===== config.mk =====
export PLATFORM = sky130hd
export DESIGN_NAME = lock_detector
export DESIGN_NICKNAME = d
export VERILOG_FILES = /design/src/rtl/canary_pkg.sv /design/src/rtl/lock_phase_window.sv /design/src/rtl/lock_detector.sv
export SDC_FILE = /design/constraint.sdc
export NUM_CORES = 1
export LEC_CHECK = 0
export ABC_AREA = 1
export CORE_UTILIZATION = 63
export CTS_BUF_LIST = sky130_fd_sc_hd__clkbuf_8
export CTS_CLUSTER_DIAMETER = 50
export DETAILED_ROUTE_END_ITERATION = 10
export PLACE_DENSITY_LB_ADDON = 0.3
export RECOVER_POWER = 100
export SETUP_SLACK_MARGIN = 0.3
export SLEW_MARGIN = 20
export SYNTH_ARGS = -nofsm -noshare
export SYNTH_HDL_FRONTEND = slang
export SYNTH_SLANG_ARGS = --single-unit
export TNS_END_PERCENT = 1

===== constraint.sdc =====
create_clock -name refclk -period 5.2 [get_ports refclk]
set_input_delay 1.04 -clock refclk [delete_from_list [all_inputs] [get_ports refclk]]
set_output_delay 1.04 -clock refclk [all_outputs]
set_load 0.005 [all_outputs]

===== src/rtl/canary_pkg.sv =====
// Shared types and default qualification constants for the Canary PLL lock logic.
package canary_pkg;

    typedef enum logic [1:0] {
        LOCK_RESET   = 2'd0,
        FREQ_SEARCH  = 2'd1,
        FREQ_LOCKED  = 2'd2,
        PHASE_LOCKED = 2'd3
    } lock_state_t;

    localparam int DEF_STARTUP_CYCLES     = 16;
    localparam int DEF_FREQ_TOL           = 1;
    localparam int DEF_FREQ_LOCK_COUNT    = 8;
    localparam int DEF_PHASE_WIN          = 16;
    localparam int DEF_PHASE_TOL          = 4;
    localparam int DEF_PHASE_LOCK_WINDOWS = 4;
    localparam int DEF_MISS_LIMIT         = 2;

    function automatic logic is_freq_locked(input lock_state_t s);
        return (s == FREQ_LOCKED) || (s == PHASE_LOCKED);
    endfunction

endpackage


===== src/rtl/lock_phase_window.sv =====
// Accumulates bang-bang early/late decisions over fixed-size windows and
// grades each completed window against the phase tolerance.
module lock_phase_window
    import canary_pkg::*;
#(
    parameter int PHASE_WIN = DEF_PHASE_WIN,
    parameter int PHASE_TOL = DEF_PHASE_TOL
) (
    input  logic refclk,
    input  logic reset,
    input  logic clear,
    input  logic pd_valid,
    input  logic pd_early,
    output logic win_done,
    output logic win_good
);

    localparam int AW = $clog2(PHASE_WIN) + 2;
    localparam int NW = $clog2(PHASE_WIN + 1);
    localparam logic [NW-1:0]        LAST_SAMPLE = NW'(PHASE_WIN - 1);
    localparam logic signed [AW-1:0] TOL_W       = AW'(PHASE_TOL);

    logic signed [AW-1:0] acc_reg;
    logic signed [AW-1:0] step;
    logic signed [AW-1:0] sum_next;
    logic signed [AW-1:0] sum_abs;
    logic [NW-1:0]        cnt_reg;
    logic                 win_done_reg;
    logic                 win_good_reg;

    assign step     = pd_early ? AW'(1) : {AW{1'b1}};
    assign sum_next = acc_reg + step;
    assign sum_abs  = sum_next[AW-1] ? -sum_next : sum_next;

    always_ff @(posedge refclk) begin
        if (reset || clear) begin
            acc_reg      <= '0;
            cnt_reg      <= '0;
            win_done_reg <= 1'b0;
            win_good_reg <= 1'b0;
        end else begin
            win_done_reg <= 1'b0;
            if (pd_valid) begin
                // The closing sample is graded together with the running sum.
                if (cnt_reg == LAST_SAMPLE) begin
                    acc_reg      <= '0;
                    cnt_reg      <= '0;
                    win_done_reg <= 1'b1;
                    win_good_reg <= (sum_abs <= TOL_W);
                end else begin
                    acc_reg <= sum_next;
                    cnt_reg <= cnt_reg + NW'(1);
                end
            end
        end
    end

    assign win_done = win_done_reg;
    assign win_good = win_good_reg;

endmodule


===== src/rtl/lock_detector.sv =====
// Refclk-domain lock qualification: frequency streak, phase windows, loss
// detection and a saturating time-to-first-lock counter.
module lock_detector
    import canary_pkg::*;
#(
    parameter int CW                 = 8,
    parameter int DW                 = 8,
    parameter int STARTUP_CYCLES     = DEF_STARTUP_CYCLES,
    parameter int FREQ_TOL           = DEF_FREQ_TOL,
    parameter int FREQ_LOCK_COUNT    = DEF_FREQ_LOCK_COUNT,
    parameter int PHASE_WIN          = DEF_PHASE_WIN,
    parameter int PHASE_TOL          = DEF_PHASE_TOL,
    parameter int PHASE_LOCK_WINDOWS = DEF_PHASE_LOCK_WINDOWS,
    parameter int MISS_LIMIT         = DEF_MISS_LIMIT,
    parameter int LTW                = 16
) (
    input  logic            refclk,
    input  logic            reset,
    input  logic [DW-1:0]   divn,
    input  logic            brake,
    input  logic            fb_valid,
    input  logic [CW-1:0]   fb_count,
    input  logic            pd_valid,
    input  logic            pd_early,
    output lock_state_t     lock_state,
    output logic            lost_lock,
    output logic [LTW-1:0]  lock_cycles
);

    localparam int MW  = ((CW > DW) ? CW : DW) + 1;
    localparam int SUW = $clog2(STARTUP_CYCLES + 1);
    localparam int STW = $clog2(FREQ_LOCK_COUNT + 1);
    localparam int GW  = $clog2(PHASE_LOCK_WINDOWS + 1);
    localparam int MSW = $clog2(MISS_LIMIT + 1);

    localparam logic [SUW-1:0]       STARTUP_LAST = SUW'(STARTUP_CYCLES - 1);
    localparam logic [STW-1:0]       STREAK_DONE  = STW'(FREQ_LOCK_COUNT);
    localparam logic [GW-1:0]        GOOD_DONE    = GW'(PHASE_LOCK_WINDOWS);
    localparam logic [MSW-1:0]       MISS_DONE    = MSW'(MISS_LIMIT);
    localparam logic signed [MW-1:0] FREQ_TOL_W   = MW'(FREQ_TOL);
    localparam logic [LTW-1:0]       CYCLES_MAX   = '1;

    lock_state_t          state_reg, state_next;
    logic [SUW-1:0]       startup_reg, startup_next;
    logic [STW-1:0]       streak_reg, streak_next, streak_inc;
    logic [GW-1:0]        good_reg, good_next, good_inc;
    logic [MSW-1:0]       misses_reg, misses_next, misses_inc;
    logic [DW-1:0]        divn_q_reg;
    logic                 lost_lock_reg, lost_lock_next;
    logic [LTW-1:0]       lock_cycles_reg, lock_cycles_next;
    logic                 frozen_reg, frozen_next;
    logic signed [MW-1:0] freq_err, freq_err_abs;
    logic                 fb_hit, fb_miss;
    logic                 win_clear, win_done, win_good;

    // One extra bit keeps the difference exact for any divn/fb_count pair.
    assign freq_err     = $signed(MW'(fb_count)) - $signed(MW'(divn));
    assign freq_err_abs = freq_err[MW-1] ? -freq_err : freq_err;
    assign fb_hit       = fb_valid && (freq_err_abs <= FREQ_TOL_W);
    assign fb_miss      = fb_valid && !fb_hit;

    assign streak_inc = streak_reg + STW'(1);
    assign good_inc   = good_reg + GW'(1);
    assign misses_inc = misses_reg + MSW'(1);

    // Only samples taken while frequency lock holds across the edge are windowed.
    assign win_clear = !(is_freq_locked(state_reg) && is_freq_locked(state_next));

    lock_phase_window #(
        .PHASE_WIN (PHASE_WIN),
        .PHASE_TOL (PHASE_TOL)
    ) u_window (
        .refclk   (refclk),
        .reset    (reset),
        .clear    (win_clear),
        .pd_valid (pd_valid),
        .pd_early (pd_early),
        .win_done (win_done),
        .win_good (win_good)
    );

    always_comb begin
        state_next   = state_reg;
        startup_next = startup_reg;
        streak_next  = streak_reg;
        good_next    = good_reg;
        misses_next  = misses_reg;
        if (state_reg == LOCK_RESET) begin
            if (startup_reg == STARTUP_LAST) begin
                state_next = FREQ_SEARCH;
            end else begin
                startup_next = startup_reg + SUW'(1);
            end
        end else if (brake || (divn != divn_q_reg)) begin
            state_next  = FREQ_SEARCH;
            streak_next = '0;
            good_next   = '0;
            misses_next = '0;
        end else begin
            case (state_reg)
                FREQ_SEARCH: begin
                    if (fb_hit) begin
                        if (streak_inc == STREAK_DONE) begin
                            state_next  = FREQ_LOCKED;
                            streak_next = '0;
                            good_next   = '0;
                        end else begin
                            streak_next = streak_inc;
                        end
                    end else if (fb_miss) begin
                        streak_next = '0;
                    end
                end
                FREQ_LOCKED: begin
                    // A frequency miss outranks any window result in the same cycle.
                    if (fb_miss) begin
                        state_next = FREQ_SEARCH;
                        good_next  = '0;
                    end else if (win_done) begin
                        if (!win_good) begin
                            good_next = '0;
                        end else if (good_inc == GOOD_DONE) begin
                            state_next = PHASE_LOCKED;
                            good_next  = '0;
                        end else begin
                            good_next = good_inc;
                        end
                    end
                end
                PHASE_LOCKED: begin
                    if (fb_miss) begin
                        if (misses_inc == MISS_DONE) begin
                            state_next  = FREQ_SEARCH;
                            misses_next = '0;
                        end else begin
                            misses_next = misses_inc;
                        end
                    end else if (win_done && !win_good) begin
                        state_next  = FREQ_LOCKED;
                        misses_next = '0;
                    end else if (fb_hit) begin
                        misses_next = '0;
                    end
                end
                default: ;
            endcase
        end
    end

    always_comb begin
        lost_lock_next   = (state_reg == PHASE_LOCKED) && (state_next != PHASE_LOCKED);
        frozen_next      = frozen_reg || (state_next == PHASE_LOCKED);
        lock_cycles_next = lock_cycles_reg;
        // Both the entry edge into FREQ_SEARCH and the edge reaching PHASE_LOCKED count.
        if (!frozen_reg && ((state_reg != LOCK_RESET) || (state_next != LOCK_RESET))
                && (lock_cycles_reg != CYCLES_MAX)) begin
            lock_cycles_next = lock_cycles_reg + LTW'(1);
        end
    end

    always_ff @(posedge refclk) begin
        if (reset) begin
            state_reg       <= LOCK_RESET;
            startup_reg     <= '0;
            streak_reg      <= '0;
            good_reg        <= '0;
            misses_reg      <= '0;
            divn_q_reg      <= divn;
            lost_lock_reg   <= 1'b0;
            lock_cycles_reg <= '0;
            frozen_reg      <= 1'b0;
        end else begin
            state_reg       <= state_next;
            startup_reg     <= startup_next;
            streak_reg      <= streak_next;
            good_reg        <= good_next;
            misses_reg      <= misses_next;
            divn_q_reg      <= divn;
            lost_lock_reg   <= lost_lock_next;
            lock_cycles_reg <= lock_cycles_next;
            frozen_reg      <= frozen_next;
        end
    end

    assign lock_state  = state_reg;
    assign lost_lock   = lost_lock_reg;
    assign lock_cycles = lock_cycles_reg;

endmodule


Word level (Yosys, flattened, before mapping)
Cells that the tools add are included.

Add/sub/neg operators: 10. Magnitude comparators: 2. Equal/unequal tests: 16. Multiplexer cells: 38. Bitwise operators: 3. Reduce and logical (&&, ||, !) cells: 31.

Operators by type and width (count): $mux W2 (18); $mux W3 (7); $mux W4 (5); $mux W6 (3); $add A16 B1 Y16 const B (1); $ne A16 B16 Y1 const B (1); $add A5 B1 Y5 const B (2); $eq A2 B2 Y1 const B (5); $eq A5 B4 Y1 const B (2); $le A9 B2 Y1 const B (1); $mux W9 (1); $neg A9 Y9 (1); $sub A8 B8 Y9 (1); $ne A8 B8 Y1 (1); $reduce_bool A2 Y1 (4); $logic_and A1 B1 Y1 (7); $add A6 B6 Y6 (1); $le A6 B4 Y1 const B (1); $logic_or A1 B1 Y1 (6); $ne A3 B3 Y1 const B (2); $neg A6 Y6 (1); $pmux W2 S3 (1); $pmux W3 S2 (1); $reduce_and A3 Y1 (2); 18 further kinds (25).

Register bits: 55. Input port bits: 22. Output and inout port bits: 19.

Logic depth before layout (Yosys ltp)
Word-level depth: 17. Depth in mapped cells: 27.

Cells and area by module
From an unflattened synthesis, not the netlist that was laid out.

Cell total of the unflattened synthesis: 524. Area total of the unflattened synthesis: 3569.7 um2.

Modules (own cells, without submodules): lock_detector (instances 1, cells each 400, area each 2727.6 um2); lock_phase_window (instances 1, cells each 124, area each 842.1 um2).

Worst setup path before layout
No wires, ideal clock.

Kind: input-to-reg. From: input port fb_count[0]. To: register u_window.acc_reg[3]. Setup time: 0.066 ns. Arrival: 3.440 ns. Data required time: 5.134 ns. Slack: 1.694 ns. Stages on the path: 24. Path through: inv_1 > ha_1 > inv_1 > fa_1 > inv_1 > ha_1 > inv_1 > nor2_1 > nand2_2 > nand3b_1 > nand2_1 > nand2_1 > nor2_2 > nand2_2 > nand2_4 > nand2_2 > nand2_2 > inv_2 > nand2_2 > nand2_2 > nor2_4 > nand2_2 > buf_6 > a21oi_2.

Longest elaborated chain between the ends: 16. Elaborated cells between the ends (all ways): 19.

Ends and longest elaborated chain: start: declaration (line lock_detector.sv:22) `input logic [CW-1:0] fb_count,`; $sub A8 B8 Y9 * (line lock_detector.sv:57) `assign freq_err = $signed(MW'(fb_count)) - $signed(MW'(divn));`; $neg A9 Y9 (line lock_detector.sv:58) `assign freq_err_abs = freq_err[MW-1] ? -freq_err : freq_err;`; $mux W9 * (line lock_detector.sv:58); $le A9 B2 Y1 * (line lock_detector.sv:59) `assign fb_hit = fb_valid && (freq_err_abs <= FREQ_TOL_W);`; $logic_and A1 B1 Y1 * (line lock_detector.sv:59); $logic_not A1 Y1 (line lock_detector.sv:60) `assign fb_miss = fb_valid && !fb_hit;`; $logic_and A1 B1 Y1 (line lock_detector.sv:60); $mux W2 (on tied branches) (line lock_detector.sv:131, lock_detector.sv:116); $pmux W2 S3 * (line lock_detector.sv:100) `case (state_reg)`; $mux W2 * (line lock_detector.sv:94) `end else if (brake || (divn != divn_q_reg)) begin`; $mux W2 * (line lock_detector.sv:88) `if (state_reg == LOCK_RESET) begin`; $eq A2 B2 Y1 (line canary_pkg.sv:20) `return (s == FREQ_LOCKED) || (s == PHASE_LOCKED);`; $logic_or A1 B1 Y1 * (line canary_pkg.sv:20); $logic_and A1 B1 Y1 * (line lock_detector.sv:67) `assign win_clear = !(is_freq_locked(state_reg) && is_freq_locked(state_next));`; $logic_not A1 Y1 * (line lock_detector.sv:67); $logic_or A1 B1 Y1 * (line lock_phase_window.sv:36) `if (reset || clear) begin`; end signal: assignment (line lock_phase_window.sv:51) `acc_reg <= sum_next;`; end: declaration (line lock_phase_window.sv:23) `logic signed [AW-1:0] acc_reg;`.

Mark *: on every way between the ends. The rest lies on a longest branch, timed or not. A chain may end at the register's enable or synchronous reset.

Final worst setup path
From: input port divn[0]. To: register u_window.cnt_reg[2].

Longest elaborated chain between the ends: 16. Elaborated cells between the ends (all ways): 21.

Ends and longest elaborated chain: start: declaration (line lock_detector.sv:19) `input logic [DW-1:0] divn,`; $sub A8 B8 Y9 (line lock_detector.sv:57); $neg A9 Y9 (line lock_detector.sv:58); $mux W9 (line lock_detector.sv:58); $le A9 B2 Y1 (line lock_detector.sv:59); $logic_and A1 B1 Y1 (line lock_detector.sv:59); $logic_not A1 Y1 (line lock_detector.sv:60); $logic_and A1 B1 Y1 (line lock_detector.sv:60); $mux W2 (on tied branches) (line lock_detector.sv:131, lock_detector.sv:116); $pmux W2 S3 (line lock_detector.sv:100); $mux W2 * (line lock_detector.sv:94); $mux W2 * (line lock_detector.sv:88); $eq A2 B2 Y1 (line canary_pkg.sv:20); $logic_or A1 B1 Y1 * (line canary_pkg.sv:20); $logic_and A1 B1 Y1 * (line lock_detector.sv:67); $logic_not A1 Y1 * (line lock_detector.sv:67); $logic_or A1 B1 Y1 * (line lock_phase_window.sv:36); end signal: assignment (line lock_phase_window.sv:52) `cnt_reg <= cnt_reg + NW'(1);`; end: declaration (line lock_phase_window.sv:27) `logic [NW-1:0] cnt_reg;`.

Marks and branches as above.

==> results.txt <==
CTS buffer count - 5
DRC marker count from the first detailed-route iteration - 171
Clk Latency, worst-skew pair - 300 ps
first-pass GRT wire length - 14000 um
antenna diode count - 0
Pleak - 1.83 nW
post-route clock period utilization - 84.2%
Detailed Place HPWL - 5950 um
final wirelength - 8090 um
die width - 77.0 um
clock-pin slew on the worst setup and hold paths - 90 ps
Syn Area/Cell - 6.71 um2
Layout Nets - 613
largest net degree at the start of global routing - 20
site row count - 26
ys async rst share - 0%
Ys Warns - 0
Post-DRT Antenna Nets - 0
max reg flops - 16
status - finished, final reports clean
Die Footprint - 5920 um2
initial antenna violation count - 0
H-tree levels - 2
cts repair resizes - 0
VDD IR-drop max - 159 uV
Clock Tree Buf Depth - 2
design area - 4080 um2
setup TNS - 0 ps
All-Layer GR Usage - 28.6%
core area - 5270 um2
clk_skew - 8.72 ps
sequential share of the synthesized area - 31.1%
minimum clock period after layout - 4380 ps
IO Port Bufs - 40
top_reg_cell synth - dfxtp_1
Starting Density - 67.2%
critical path capture point type - flop
CP startpoint kind - input pin
Slew Limit Fails - 0
I/O pin count - 41
fill count - 403
Cells after Synth - 528
top post-synthesis cells by count - nand2_1, inv_1, dfxtp_1, nor2_1, a21oi_1
Vias/cell - 5.51
Pwr Density - 224 nW/um2
Pre-antenna DRT Iters - 5
Rel. slew slack - 54.1%
root buffer cell - clkbuf_8
CTS tree - done
Vias - 3515
Setup Viol. Count Final - 0
Arr. time, crit path - 4600 ps
RSZ-0062 raised after global routing - false
Post-Syn Area - 3540 um2
Placement Cell Area - 3990 um2
GPL Wtd Cong - 0.904
worst-margin pin slew - 686 ps
largest area contributor in the netlist - dfxtp_1
Post-synth EDFFs - 0
Die Y - 77.0 um
Mapped Nets - 574
Area Growth Syn to Fin - 15.3%
hold_buf cts - 0
number of synthesized register bits - 55
layout cell share with drive strength beyond 1 - 5.11%
GRT overflow - 0
HP Class - reg -> reg
top cells by area, synth - dfxtp_1, nand2_1, inv_1
fmax - 228 MHz
Worst Path Class, Setup - in -> reg
Synth top area share - 31.1%
Yosys cell types - 41
routed len/inst - 12.7 um
Final Hold Viols - 0
CP Max Fanout - 12
vias in the first global route - 3278
drt drc - 0
top-count cell post-synth - nand2_1
Max-cap violations - 0
Clock Sinks - 55
setup bufs post-CTS - 0
Req. time, crit path - 5420 ps
where the power goes:
group	total [W]	leakage [nW]	switching [W]	internal (W)
Sequential	0.000429	0.446	0.00000303	0.000426
Clock	0.000326	0.0695	0.000135	0.000191
Combinational	0.000158	1.31	0.0000979	0.0000602
Total	0.000913	1.83	0.000236	0.000677
final cells by class:
| class | instances | area (um2) | share of cell area (%) |
|---|---|---|---|
| clock inverters | 3 | 63.8 | 1.56 |
| well taps | 70 | 87.6 | 2.15 |
| repair buffers | 40 | 400 | 9.81 |
| clock buffers | 5 | 68.8 | 1.69 |
| inverters | 85 | 319 | 7.82 |
| multi-input cells | 380 | 2040 | 50.0 |
| flip-flops and latches | 55 | 1100 | 27.0 |
routing by layer:
layer / up-vias / share of wire (%) / GRT usage [%] / wire length [um]
met5: - / 0 / 0 / 0
met4: 0 / 1.8 / 10.4 / 144
met3: 15 / 4.2 / 4.17 / 340
met2: 93 / 51 / 52.1 / 4150
met1: 1612 / 43 / 33.8 / 3450
li1: 1795 / - / - / -
path summary, 6_finish.rpt:
check	slack (ps)	cells after the start	to	startpoint
min reg2reg	430	2	misses_reg[1]	misses_reg[1]
min	430	2	misses_reg[1]	misses_reg[1]
max reg2reg	2390	11	lock_cycles[8]	startup_reg[0]
max	820	23	u_window.cnt_reg[2]	divn[0]
per-stage QoR:
stage / utilization [%] / power, W / instances / worst slack, ps / hold WS [ps]
after floorplan: - / 0.000556 / 528 / 1690 / 405
after global placement: 75.7 / 0.000593 / 630 / 967 / 414
after detailed placement: 75.7 / 0.000600 / 630 / 816 / 417
after CTS: 78.2 / 0.000919 / 638 / 1110 / 434
after global routing: 77.4 / 0.000956 / 638 / 482 / 459
final: 77.4 / 0.000913 / 638 / 820 / 433
cell usage in the layout, fill, tap and decap left out, types with 10 or more instances in the layout:
master / Yosys / layout
nand2_1: 115 / 120
o21ai_0: 29 / 29
dfxtp_1: 55 / 55
nor2_1: 47 / 49
ha_1: 22 / 22
nand3_1: 32 / 32
a21oi_1: 33 / 38
nand4_1: 10 / 10
inv_1: 79 / 81
clkdlybuf4s50_1: 0 / 12
nor3_1: 21 / 21
dlygate4sd3_1: 0 / 28
kinds of logic after synthesis:
logic type / count (synthesis) / share of synthesized area (%)
buf+inv: 93 / 10.1
mux: 1 / 0.283
simple gates: 262 / 33.8
flops: 55 / 31.1
compound gates: 82 / 13.1
fa+ha+maj: 24 / 8.90
xor+xnor: 11 / 2.72
critical path, cell delays in order:
cell and delay, ps:
dlygate4sd3_1 570, ha_1 210, inv_1 120, fa_1 430
inv_1 100, ha_1 190, inv_1 50, nor2_1 120
nand2_2 80, nand3b_1 190, nand2_1 70, nand2_1 50
nor2_1 150, nand2_1 120, nand2_1 170, nand2_1 130
nand2_2 80, inv_1 40, nand2_1 70, nand2_1 100
nor2_4 110, nand2_2 180, nor3_1 210
(Power assumes the default switching activity.)
